**src/rtl/frame_pkg.sv**
```systemverilog
// Shared types and constants for the receive-path frame sequencer.
package frame_pkg;

  typedef enum logic [1:0] {
    PRE_B   = 2'd0,
    PRE_M   = 2'd1,
    PRE_W   = 2'd2,
    PRE_INV = 2'd3
  } preamble_t;

  typedef enum logic [1:0] {
    SEARCH  = 2'd0,
    ACQUIRE = 2'd1,
    LOCKED  = 2'd2
  } seq_state_t;

  localparam int FRAMES_PER_BLOCK_DEF = 192;

  localparam logic CH_A = 1'b0;
  localparam logic CH_B = 1'b1;

  // Preamble the line should deliver for the subframe at (frame, channel).
  function automatic preamble_t expected_pre(input logic [7:0] fc, input logic ch);
    if (ch == CH_B) begin
      return PRE_W;
    end else if (fc == 8'd0) begin
      return PRE_B;
    end
    return PRE_M;
  endfunction

endpackage

```
**src/rtl/frame_sequencer_watchdog.sv**
```systemverilog
// seq_watchdog: counts enabled cycles since the last clear and pulses expire
// for one cycle when TIMEOUT-1 is reached (TIMEOUT must be at least 2).
module seq_watchdog #(
  parameter int TIMEOUT = 64
) (
  input  logic clk,
  input  logic rst_n,
  input  logic clr_i,
  input  logic en_i,
  output logic expire_o
);

  localparam int CW = $clog2(TIMEOUT);
  localparam logic [CW-1:0] LAST = CW'(TIMEOUT - 1);

  logic [CW-1:0] cnt_q, cnt_d;

  always_comb begin
    expire_o = en_i && !clr_i && (cnt_q == LAST);
    cnt_d    = cnt_q + CW'(1);
    if (clr_i || !en_i || expire_o) begin
      cnt_d = '0;
    end
  end

  always_ff @(posedge clk or negedge rst_n) begin
    if (!rst_n) begin
      cnt_q <= '0;
    end else begin
      cnt_q <= cnt_d;
    end
  end

endmodule

```
**src/rtl/frame_sequencer.sv**
```systemverilog
// Preamble sync/sequencing controller for the subframe dismantler.
// Optional kill statistics counter is built when SEQ_STATS_EN is defined.
module frame_sequencer
  import frame_pkg::*;
#(
  parameter int FRAMES_PER_BLOCK = FRAMES_PER_BLOCK_DEF,
  parameter int LOCK_FRAMES      = 4,
  parameter int MISS_LIMIT       = 3,
  parameter int TIMEOUT          = 64
) (
  input  logic        clk,
  input  logic        rst_n,
  input  logic        pre_valid,
  input  logic [1:0]  pre_type,
  input  logic        done,
  output logic [7:0]  frame_counter,
  output logic        in_channel,
  output logic        out_channel,
  output logic        kill,
  output logic        locked,
  output logic        block_start,
  output logic [15:0] sync_err_count
);

  localparam int GW = $clog2(LOCK_FRAMES + 1);
  localparam int EW = $clog2(MISS_LIMIT + 1);
  localparam logic [GW-1:0] GOOD_LOCK = GW'(LOCK_FRAMES);
  localparam logic [EW-1:0] ERR_LIMIT = EW'(MISS_LIMIT);
  localparam logic [7:0]    FC_LAST   = 8'(FRAMES_PER_BLOCK - 1);

  seq_state_t    state_q, state_d;
  logic [7:0]    fc_q, fc_d;
  logic          in_ch_q, in_ch_d;
  logic          out_ch_q, out_ch_d;
  logic          busy_q, busy_d;
  logic [GW-1:0] good_q, good_d, good_inc;
  logic [EW-1:0] err_q, err_d, err_inc;
  logic          kill_q, kill_d;
  logic          bs_q, bs_d;
  logic          locked_q;
  logic          wd_expire;
  preamble_t     pre_type_e;
  preamble_t     exp_pre;
  logic          pre_match;

  assign pre_type_e = preamble_t'(pre_type);
  assign good_inc   = good_q + GW'(1);
  assign err_inc    = err_q + EW'(1);

  seq_watchdog #(
    .TIMEOUT (TIMEOUT)
  ) u_watchdog (
    .clk      (clk),
    .rst_n    (rst_n),
    .clr_i    (pre_valid),
    .en_i     (state_q != SEARCH),
    .expire_o (wd_expire)
  );

  always_comb begin
    state_d  = state_q;
    fc_d     = fc_q;
    in_ch_d  = in_ch_q;
    out_ch_d = out_ch_q;
    busy_d   = busy_q;
    good_d   = good_q;
    err_d    = err_q;
    kill_d   = 1'b0;
    bs_d     = 1'b0;

    // A completed subframe advances position before the same-cycle preamble is judged.
    if ((state_q != SEARCH) && done && busy_q) begin
      out_ch_d = in_ch_q;
      in_ch_d  = ~in_ch_q;
      busy_d   = 1'b0;
      if (in_ch_q == CH_B) begin
        fc_d = (fc_q == FC_LAST) ? 8'd0 : fc_q + 8'd1;
      end
    end

    exp_pre   = expected_pre(fc_d, in_ch_d);
    pre_match = (pre_type_e == exp_pre) && (pre_type_e != PRE_INV) && !busy_d;

    if (pre_valid) begin
      case (state_q)
        SEARCH: begin
          if (pre_type_e == PRE_B) begin
            fc_d    = 8'd0;
            in_ch_d = CH_A;
            busy_d  = 1'b1;
            good_d  = GW'(1);
            state_d = ACQUIRE;
          end
        end
        ACQUIRE: begin
          if (pre_match) begin
            busy_d = 1'b1;
            good_d = good_inc;
            if (good_inc == GOOD_LOCK) begin
              err_d   = '0;
              state_d = LOCKED;
            end
          end else begin
            kill_d  = 1'b1;
            busy_d  = 1'b0;
            state_d = SEARCH;
          end
        end
        LOCKED: begin
          if (pre_match) begin
            err_d  = '0;
            busy_d = 1'b1;
            bs_d   = (pre_type_e == PRE_B);
          end else begin
            kill_d = 1'b1;
            err_d  = err_inc;
            if (err_inc == ERR_LIMIT) begin
              err_d   = '0;
              busy_d  = 1'b0;
              state_d = SEARCH;
            end else begin
              // Realign to whatever the line actually sent.
              case (pre_type_e)
                PRE_B: begin
                  fc_d    = 8'd0;
                  in_ch_d = CH_A;
                  busy_d  = 1'b1;
                end
                PRE_M: begin
                  in_ch_d = CH_A;
                  busy_d  = 1'b1;
                end
                PRE_W: begin
                  in_ch_d = CH_B;
                  busy_d  = 1'b1;
                end
                default: busy_d = 1'b0;
              endcase
            end
          end
        end
        default: state_d = SEARCH;
      endcase
    end else if (wd_expire) begin
      kill_d  = 1'b1;
      busy_d  = 1'b0;
      err_d   = '0;
      state_d = SEARCH;
    end
  end

  always_ff @(posedge clk or negedge rst_n) begin
    if (!rst_n) begin
      state_q  <= SEARCH;
      fc_q     <= 8'd0;
      in_ch_q  <= 1'b0;
      out_ch_q <= 1'b0;
      busy_q   <= 1'b0;
      good_q   <= '0;
      err_q    <= '0;
      kill_q   <= 1'b0;
      bs_q     <= 1'b0;
      locked_q <= 1'b0;
    end else begin
      state_q  <= state_d;
      fc_q     <= fc_d;
      in_ch_q  <= in_ch_d;
      out_ch_q <= out_ch_d;
      busy_q   <= busy_d;
      good_q   <= good_d;
      err_q    <= err_d;
      kill_q   <= kill_d;
      bs_q     <= bs_d;
      locked_q <= (state_d == LOCKED);
    end
  end

`ifdef SEQ_STATS_EN
  logic [15:0] stats_q;

  always_ff @(posedge clk or negedge rst_n) begin
    if (!rst_n) begin
      stats_q <= 16'd0;
    end else if (kill_d && (stats_q != 16'hFFFF)) begin
      stats_q <= stats_q + 16'd1;
    end
  end

  assign sync_err_count = stats_q;
`else
  assign sync_err_count = 16'd0;
`endif

  assign frame_counter = fc_q;
  assign in_channel    = in_ch_q;
  assign out_channel   = out_ch_q;
  assign kill          = kill_q;
  assign locked        = locked_q;
  assign block_start   = bs_q;

endmodule

```
**config.mk**
```make
export PLATFORM = sky130hd
export DESIGN_NAME = frame_sequencer
export DESIGN_NICKNAME = d
export VERILOG_FILES = /design/src/rtl/frame_pkg.sv /design/src/rtl/frame_sequencer_watchdog.sv /design/src/rtl/frame_sequencer.sv
export SDC_FILE = /design/constraint.sdc
export NUM_CORES = 1
export LEC_CHECK = 0
export ABC_AREA = 1
export CORE_MARGIN = 3
export CORE_UTILIZATION = 47
export CTS_CLUSTER_DIAMETER = 50
export DETAILED_ROUTE_END_ITERATION = 7
export PLACE_DENSITY = 0.82
export SYNTH_ARGS = -nofsm -noshare
export SYNTH_HDL_FRONTEND = slang
export SYNTH_SLANG_ARGS = --single-unit
```
**constraint.sdc**
```tcl
create_clock -name clk -period 2.7 [get_ports clk]
set_clock_uncertainty 0.2 [all_clocks]
set_input_delay 0.675 -clock clk [delete_from_list [all_inputs] [get_ports clk]]
set_output_delay 0.675 -clock clk [all_outputs]
set_load 0.05 [all_outputs]
```
After elaboration in Yosys (flattened, before gate mapping) --
Index checks and enable logic that the tools add are counted.
Storage, ports and cells: register bits 27, input port bits 6, output and inout bits 29, logic and storage cells 109
Operators by class: add/subtract/negate cells 4, eq/ne operators 16, multiplexer cells 55, bitwise operators 1, reductions and logical operators 22
Operators with widths (number):
- 8-bit two-way mux | 7
- 2-bit two-way mux | 16
- 1-bit two-way mux | 22
- 8-bit one-hot mux with 2 select lines | 1
- 8-bit by 1-bit adder with 8-bit output, second input constant | 1
- 2-bit equality test, second input constant | 4
- 8-bit equality test, second input constant | 1
- 8-bit zero test | 1
- 4-bit AND reduction | 2
- 6-bit by 1-bit adder with 6-bit output, second input constant | 1
- 6-bit equality test, second input constant | 1
- 1-bit logical AND | 6
- 3-bit two-way mux | 2
- 6-bit two-way mux | 1
- 2-bit inequality test, second input constant | 3
- 3-bit inequality test, second input constant | 2
- 2-bit one-hot mux with 3 select lines | 1
- 3-bit one-hot mux with 2 select lines | 1
- 2-bit nonzero test | 3
- 2-bit by 1-bit equality test with 1-bit output, second input constant | 2
- 2-bit zero test | 2
- 1-bit one-hot mux with 2 select lines | 2
- 2-bit one-hot mux with 2 select lines | 1
- 2-bit OR reduction | 2
- 10 further kinds | 13

Logic depth before layout (Yosys ltp) --
depth after elaboration 15, mapped depth 19

Cells and area by module --
Synthesis repeated with hierarchy kept, for this count alone.
Unflattened totals: cell total of the unflattened synthesis 256, area total of the unflattened synthesis 1913.1 um^2
Modules (own cells, without submodules):
- frame_sequencer | instances 1, cells an instance 221, area each 1609.0 um^2
- seq_watchdog | instances 1, cells an instance 35, area each 304.0 um^2

Least setup slack after synthesis --
OpenSTA, ideal clock, no wires.
path kind reg2reg, start register fc_q[1] (netlist: frame_counter[1]), end register err_q[1], arrival time 2270 ps, slack 108 ps, stages on the path, launching flop included 18, path buffers 0, period minus slack after synthesis 2592 ps, path through dfrtp_1 ha_1 nand2_1 inv_1 nand2_1 nor2_1 xnor2_1 nand2_1 nor2_4 nand3_2 nand2_1 nor2_4 nor2_4 nand2_1 nand2_1 inv_2 nand2_1 o21ai_1
On the way: longest elaborated chain between the ends 14
RTL lines:
- start, declared | line frame_sequencer.sv:32 | logic [7:0] fc_q, fc_d;
- start signal, assigned | line frame_sequencer.sv:155 | fc_q <= 8'd0;
- start signal, assigned | line frame_sequencer.sv:166 | fc_q <= fc_d;
- 8-bit by 1-bit adder with 8-bit output / 8-bit equality test (equally long branches) | line frame_sequencer.sv:77 | fc_d = (fc_q == FC_LAST) ? 8'd0 : fc_q + 8'd1;
- 8-bit two-way mux | line frame_sequencer.sv:77
- 8-bit two-way mux | line frame_sequencer.sv:76 | if (in_ch_q == CH_B) begin
- 8-bit two-way mux (*) | line frame_sequencer.sv:72 | if ((state_q != SEARCH) && done && busy_q) begin
- 8-bit zero test (*) | line frame_pkg.sv:26 | end else if (fc == 8'd0) begin
- 1-bit two-way mux (*) | line frame_pkg.sv:26
- 1-bit two-way mux (*) | line frame_pkg.sv:24 | if (ch == CH_B) begin
- 2-bit two-way mux (*) | line frame_pkg.sv:29 | return PRE_M;
- 2-bit equality test (*) | line frame_sequencer.sv:82 | pre_match = (pre_type_e == exp_pre) && (pre_type_e != PRE_INV) && !busy_d;
- 1-bit logical AND (*) (2 in series) | line frame_sequencer.sv:82
- 2-bit two-way mux | line frame_sequencer.sv:110 | if (pre_match) begin
- 2-bit one-hot mux with 2 select lines | line frame_sequencer.sv:85 | case (state_q)
- 2-bit two-way mux | line frame_sequencer.sv:84 | if (pre_valid) begin
- end signal, assigned | line frame_sequencer.sv:171 | err_q <= err_d;
- end, declared | line frame_sequencer.sv:37 | logic [EW-1:0] err_q, err_d, err_inc;
Every way passes the cells marked *; elsewhere a longest branch is shown, timed or not. A chain may end at the register's enable or synchronous reset.

Worst setup path in the final report --
start register state_q[1], end register fc_q[0] (netlist: frame_counter[0])
On the way: longest elaborated chain between the ends 14
RTL lines:
- start, declared | line frame_sequencer.sv:31 | seq_state_t state_q, state_d;
- start signal, assigned | line frame_sequencer.sv:165 | state_q <= state_d;
- 2-bit nonzero test | line frame_sequencer.sv:72
- 1-bit logical AND (2 in series) | line frame_sequencer.sv:72
- 8-bit two-way mux | line frame_sequencer.sv:72
- 8-bit zero test | line frame_pkg.sv:26
- 1-bit two-way mux | line frame_pkg.sv:26
- 1-bit two-way mux | line frame_pkg.sv:24
- 2-bit two-way mux | line frame_pkg.sv:29
- 2-bit equality test | line frame_sequencer.sv:82
- 1-bit logical AND (2 in series) | line frame_sequencer.sv:82
- 8-bit two-way mux | line frame_sequencer.sv:110
- 8-bit one-hot mux with 2 select lines | line frame_sequencer.sv:85
- 8-bit two-way mux (*) | line frame_sequencer.sv:84
- named net fc_d[0] | line frame_sequencer.sv:32
The timed path passes the listed nets; every way through them passes the cells marked *.

==> results by group <==
Setup path
  – Critical-path top delay cell: dfrtp_1
  – Worst Path Required: 2.65 ns
  – CP cell instances: inv_2 > ha_4 > inv_4 > nand3_4 > nor2_4 > a21boi_1 > nor2_1 > nand2_1 > nor2_4 > nand3_4 > nand3_4 > nand3_2 > o21ai_4 > a22oi_1
  – Most common cell on crit path: nand3_4
  – Cell family with most CP delay: simple AND/OR/NAND/NOR gates
  – Max stage delay on crit path: about 0.37 ns
  – Worst setup SP type: register
  – CP endpoint kind: register
  – Buf/Inv on CP: 2
  – Critical-path maximum fanout: 8
  – Crit path kind: reg -> reg
  – Critical Path AT: about 2.5 ns

Detailed routing
  – Via Count: 1730
  – Wire per inst: 11.7 um
  – Vias per inst: just under 5
  – First-pass DRT Iterations: 4
  – DRC violations left: 0
  – DR iter-0 viols: between 70 and 80
  – DRT Wirelength: around 4.1 mm
  – ANT nets after route: 0

Final layout
  – Area grow syn2layout: 25.7%
  – Antenna Cells: 0
  – Finished Layout Cells: approximately 350
  – Util after Layout: 62.7%
  – Layout cells sized above 1: 21.1%
  – Layout net count: roughly 320

Die
  – Row count: 22
  – Die Height: 69.3 um
  – Die W: roughly 70 um
  – Starting Density: ~50%
  – Top Ports: 35
  – Die area: about 4800 um2
  – Core Box Area: between 3000 and 4000 um2

CTS
  – Worst-skew pair later-pin latency: around 0.27 ns
  – Post-CTS Hold Buffers: 0
  – CTS HTree Levels: 1
  – Clock sink count: 27
  – Clock tree buffer depth: 2
  – Root Buffer Master: clkbuf_8
  – Worst-path clk slew: roughly 0.080 ns
  – Num CTS Buffers: 3
  – CTS tree: built

Pwr
  – Power Density: 646 nW/um2
  – Design Power: ~1.5 mW
  – Lkg Pwr: 1.18 nW
  – Peak VDD IR: just under 0.4 mV

GRT
  – Met2 usage: approximately 28%
  – First-pass GRT wire length: between 6 and 7 mm
  – Overall routing resource usage: approximately 16%
  – Grt peak-use layer: met2
  – GR Layer Usage met1: 21.3%
  – Initial antenna violation count: 0
  – Met3 usage: ~2.2%
  – Largest net degree at the start of global routing: 28
  – Congestion Overflow GR: 0
  – Via count of the first global-routing pass: 1595

Place
  – Number of buffer cells added on primary ports: 18
  – Final HPWL DP: 3.12 mm
  – Inst Count DP: roughly 350
  – Pre-CTS WS: -0.444 ns
  – RePlAce Congestion: about 0.84

Yosys
  – Ys async rst share: 100%
  – EDFF count, synth: 0
  – Post-synthesis sequential area ratio: between 30% and 40%
  – Mean Syn Cell Area: approximately 7.3 um2
  – Synth warnings: 0
  – Synthesized area: 1880 um2
  – Post-synth top flop: dfrtp_1
  – Count of distinct cell types in the synthesized netlist: 31
  – Post-Synthesis Cells: approximately 260
  – Register bit total from synthesis: 27

Timing
  – Setup WS post-layout: between 0.15 and 0.2 ns
  – Final hold vios: 0
  – Setup violators final: 0
  – Crit path time final: 2.54 ns
  – WHS: 0.260 ns
  – Max_slew headroom: between 60% and 70%
  – Period Utilization, post-route: roughly 94%
  – Final Max Slew Viols: 0
  – Fmax: slightly below 400 MHz
  – Worst slew pin tran: about 0.5 ns

Status
  – Status: completed

Job
  – Max_cap viols: 0

Worst hold path
  – Min-Delay Path Class: reg -> reg
[report_power, final]
group | switching, mW | internal, mW
combinational | 0.487 | 0.299
clock | 0.119 | 0.106
sequential | 0.0594 | 0.459
total | 0.665 | 0.863
[placed cells by master, fill, tap and decap left out]
cell / count
a211oi_2: 1
o21ai_2: 2
inv_1: 31
clkdlybuf4s50_1: 17
buf_4: 25
clkbuf_1: 1
a21boi_2: 1
dfrtp_1: 27
nand3_4: 3
and3_1: 1
a21oi_1: 14
o21ai_1: 3
nand2_2: 8
conb_1: 16
o21ai_0: 9
nand3_1: 15
nor3_1: 1
inv_2: 3
nor2_2: 1
clkbuf_2: 1
nand3_2: 4
a21boi_1: 1
nand4_2: 1
nor3b_1: 1
nand2_1: 54
o21ai_4: 1
or2_2: 1
clkbuf_8: 3
nor2_1: 35
a22oi_1: 1
inv_4: 1
nor4_1: 1
buf_6: 1
ha_1: 7
nand4_1: 4
nor2_4: 5
a21oi_2: 1
ha_4: 1
xnor2_1: 1
[cells in the mapped netlist (2+ instances only)]
master / number / share of area, %
a21boi_1: 2 / 0.80
a21oi_1: 15 / 4.0
buf_4: 16 / 6.4
dfrtp_1: 27 / 36
ha_1: 8 / 5.3
inv_1: 33 / 6.6
inv_2: 2 / 0.40
nand2_1: 60 / 12
nand2_2: 2 / 0.66
nand3_1: 18 / 4.8
nand3_2: 2 / 1.1
nand3_4: 2 / 1.9
nand4_1: 4 / 1.3
nor2_1: 36 / 7.2
nor2_4: 4 / 2.4
o21ai_0: 9 / 2.4
o21ai_1: 4 / 1.1
[metrics by stage]
stage	setup TNS (ns)	area (um2)
after floorplan	0	1940
after global placement	-6.49	2230
after detailed placement	-8.08	2230
after CTS	0	2280
after global routing	-0.0366	2360
final	0	2360
[final cells by class]
cell class                 count  area, um2
inverter                      35        134
tap                           48       60.1
timing repair buffer          44        374
clock buffer                   4       45.0
sequential                    27        676
fill                         344       1410
multi-input combinational    194       1080
[metal layers]
metal	share of wire [%]	routed length, um
met3	4.6	191
met2	49	2030
met4	1.7	68
met5	0	0
met1	44	1830
[state kept, by name, summed over array words and instances, names as in the netlist]
signal and flops:
busy_q 1, state_q 2, block_start 1, u_watchdog.cnt_q 6
good_q 3, err_q 2, frame_counter 8, kill 1
in_channel 1, locked 1, out_channel 1
[final timing paths]
kind	start	to	slack (ns)	cells past startpoint
worst max-delay path	state_q[1]$_DFF_PN0_	frame_counter[0]$_DFF_PN0_	0.16	14
worst min-delay path	u_watchdog.cnt_q[0]$_DFF_PN0_	u_watchdog.cnt_q[0]$_DFF_PN0_	0.26	1
worst min register to register	u_watchdog.cnt_q[0]$_DFF_PN0_	u_watchdog.cnt_q[0]$_DFF_PN0_	0.26	1
max in group asynchronous	rst_n	good_q[0]$_DFFE_PN0P_	1.49	2
min in group asynchronous	rst_n	err_q[0]$_DFFE_PN0P_	0.56	2
worst max register to register	state_q[1]$_DFF_PN0_	frame_counter[0]$_DFF_PN0_	0.16	14
[logic make-up after synthesis]
| group | after synthesis | synth area share (%) |
|---|---|---|
| AO/OA/AOI/OAI | 34 | 10.6 |
| other | 1 | 0.199 |
| adder cells (fa/ha/maj) | 8 | 5.32 |
| XOR/XNOR | 1 | 0.466 |
| flip-flops | 27 | 35.9 |
| AND/OR/NAND/NOR | 135 | 33.9 |
| buffers and inverters | 52 | 13.6 |
[timing repair]
action	CTS	global route
buffers inserted	0	2
resized for setup	1	23
setup endpoints to repair	20	20
pin swaps	0	4
(Power assumes the default switching activity.)
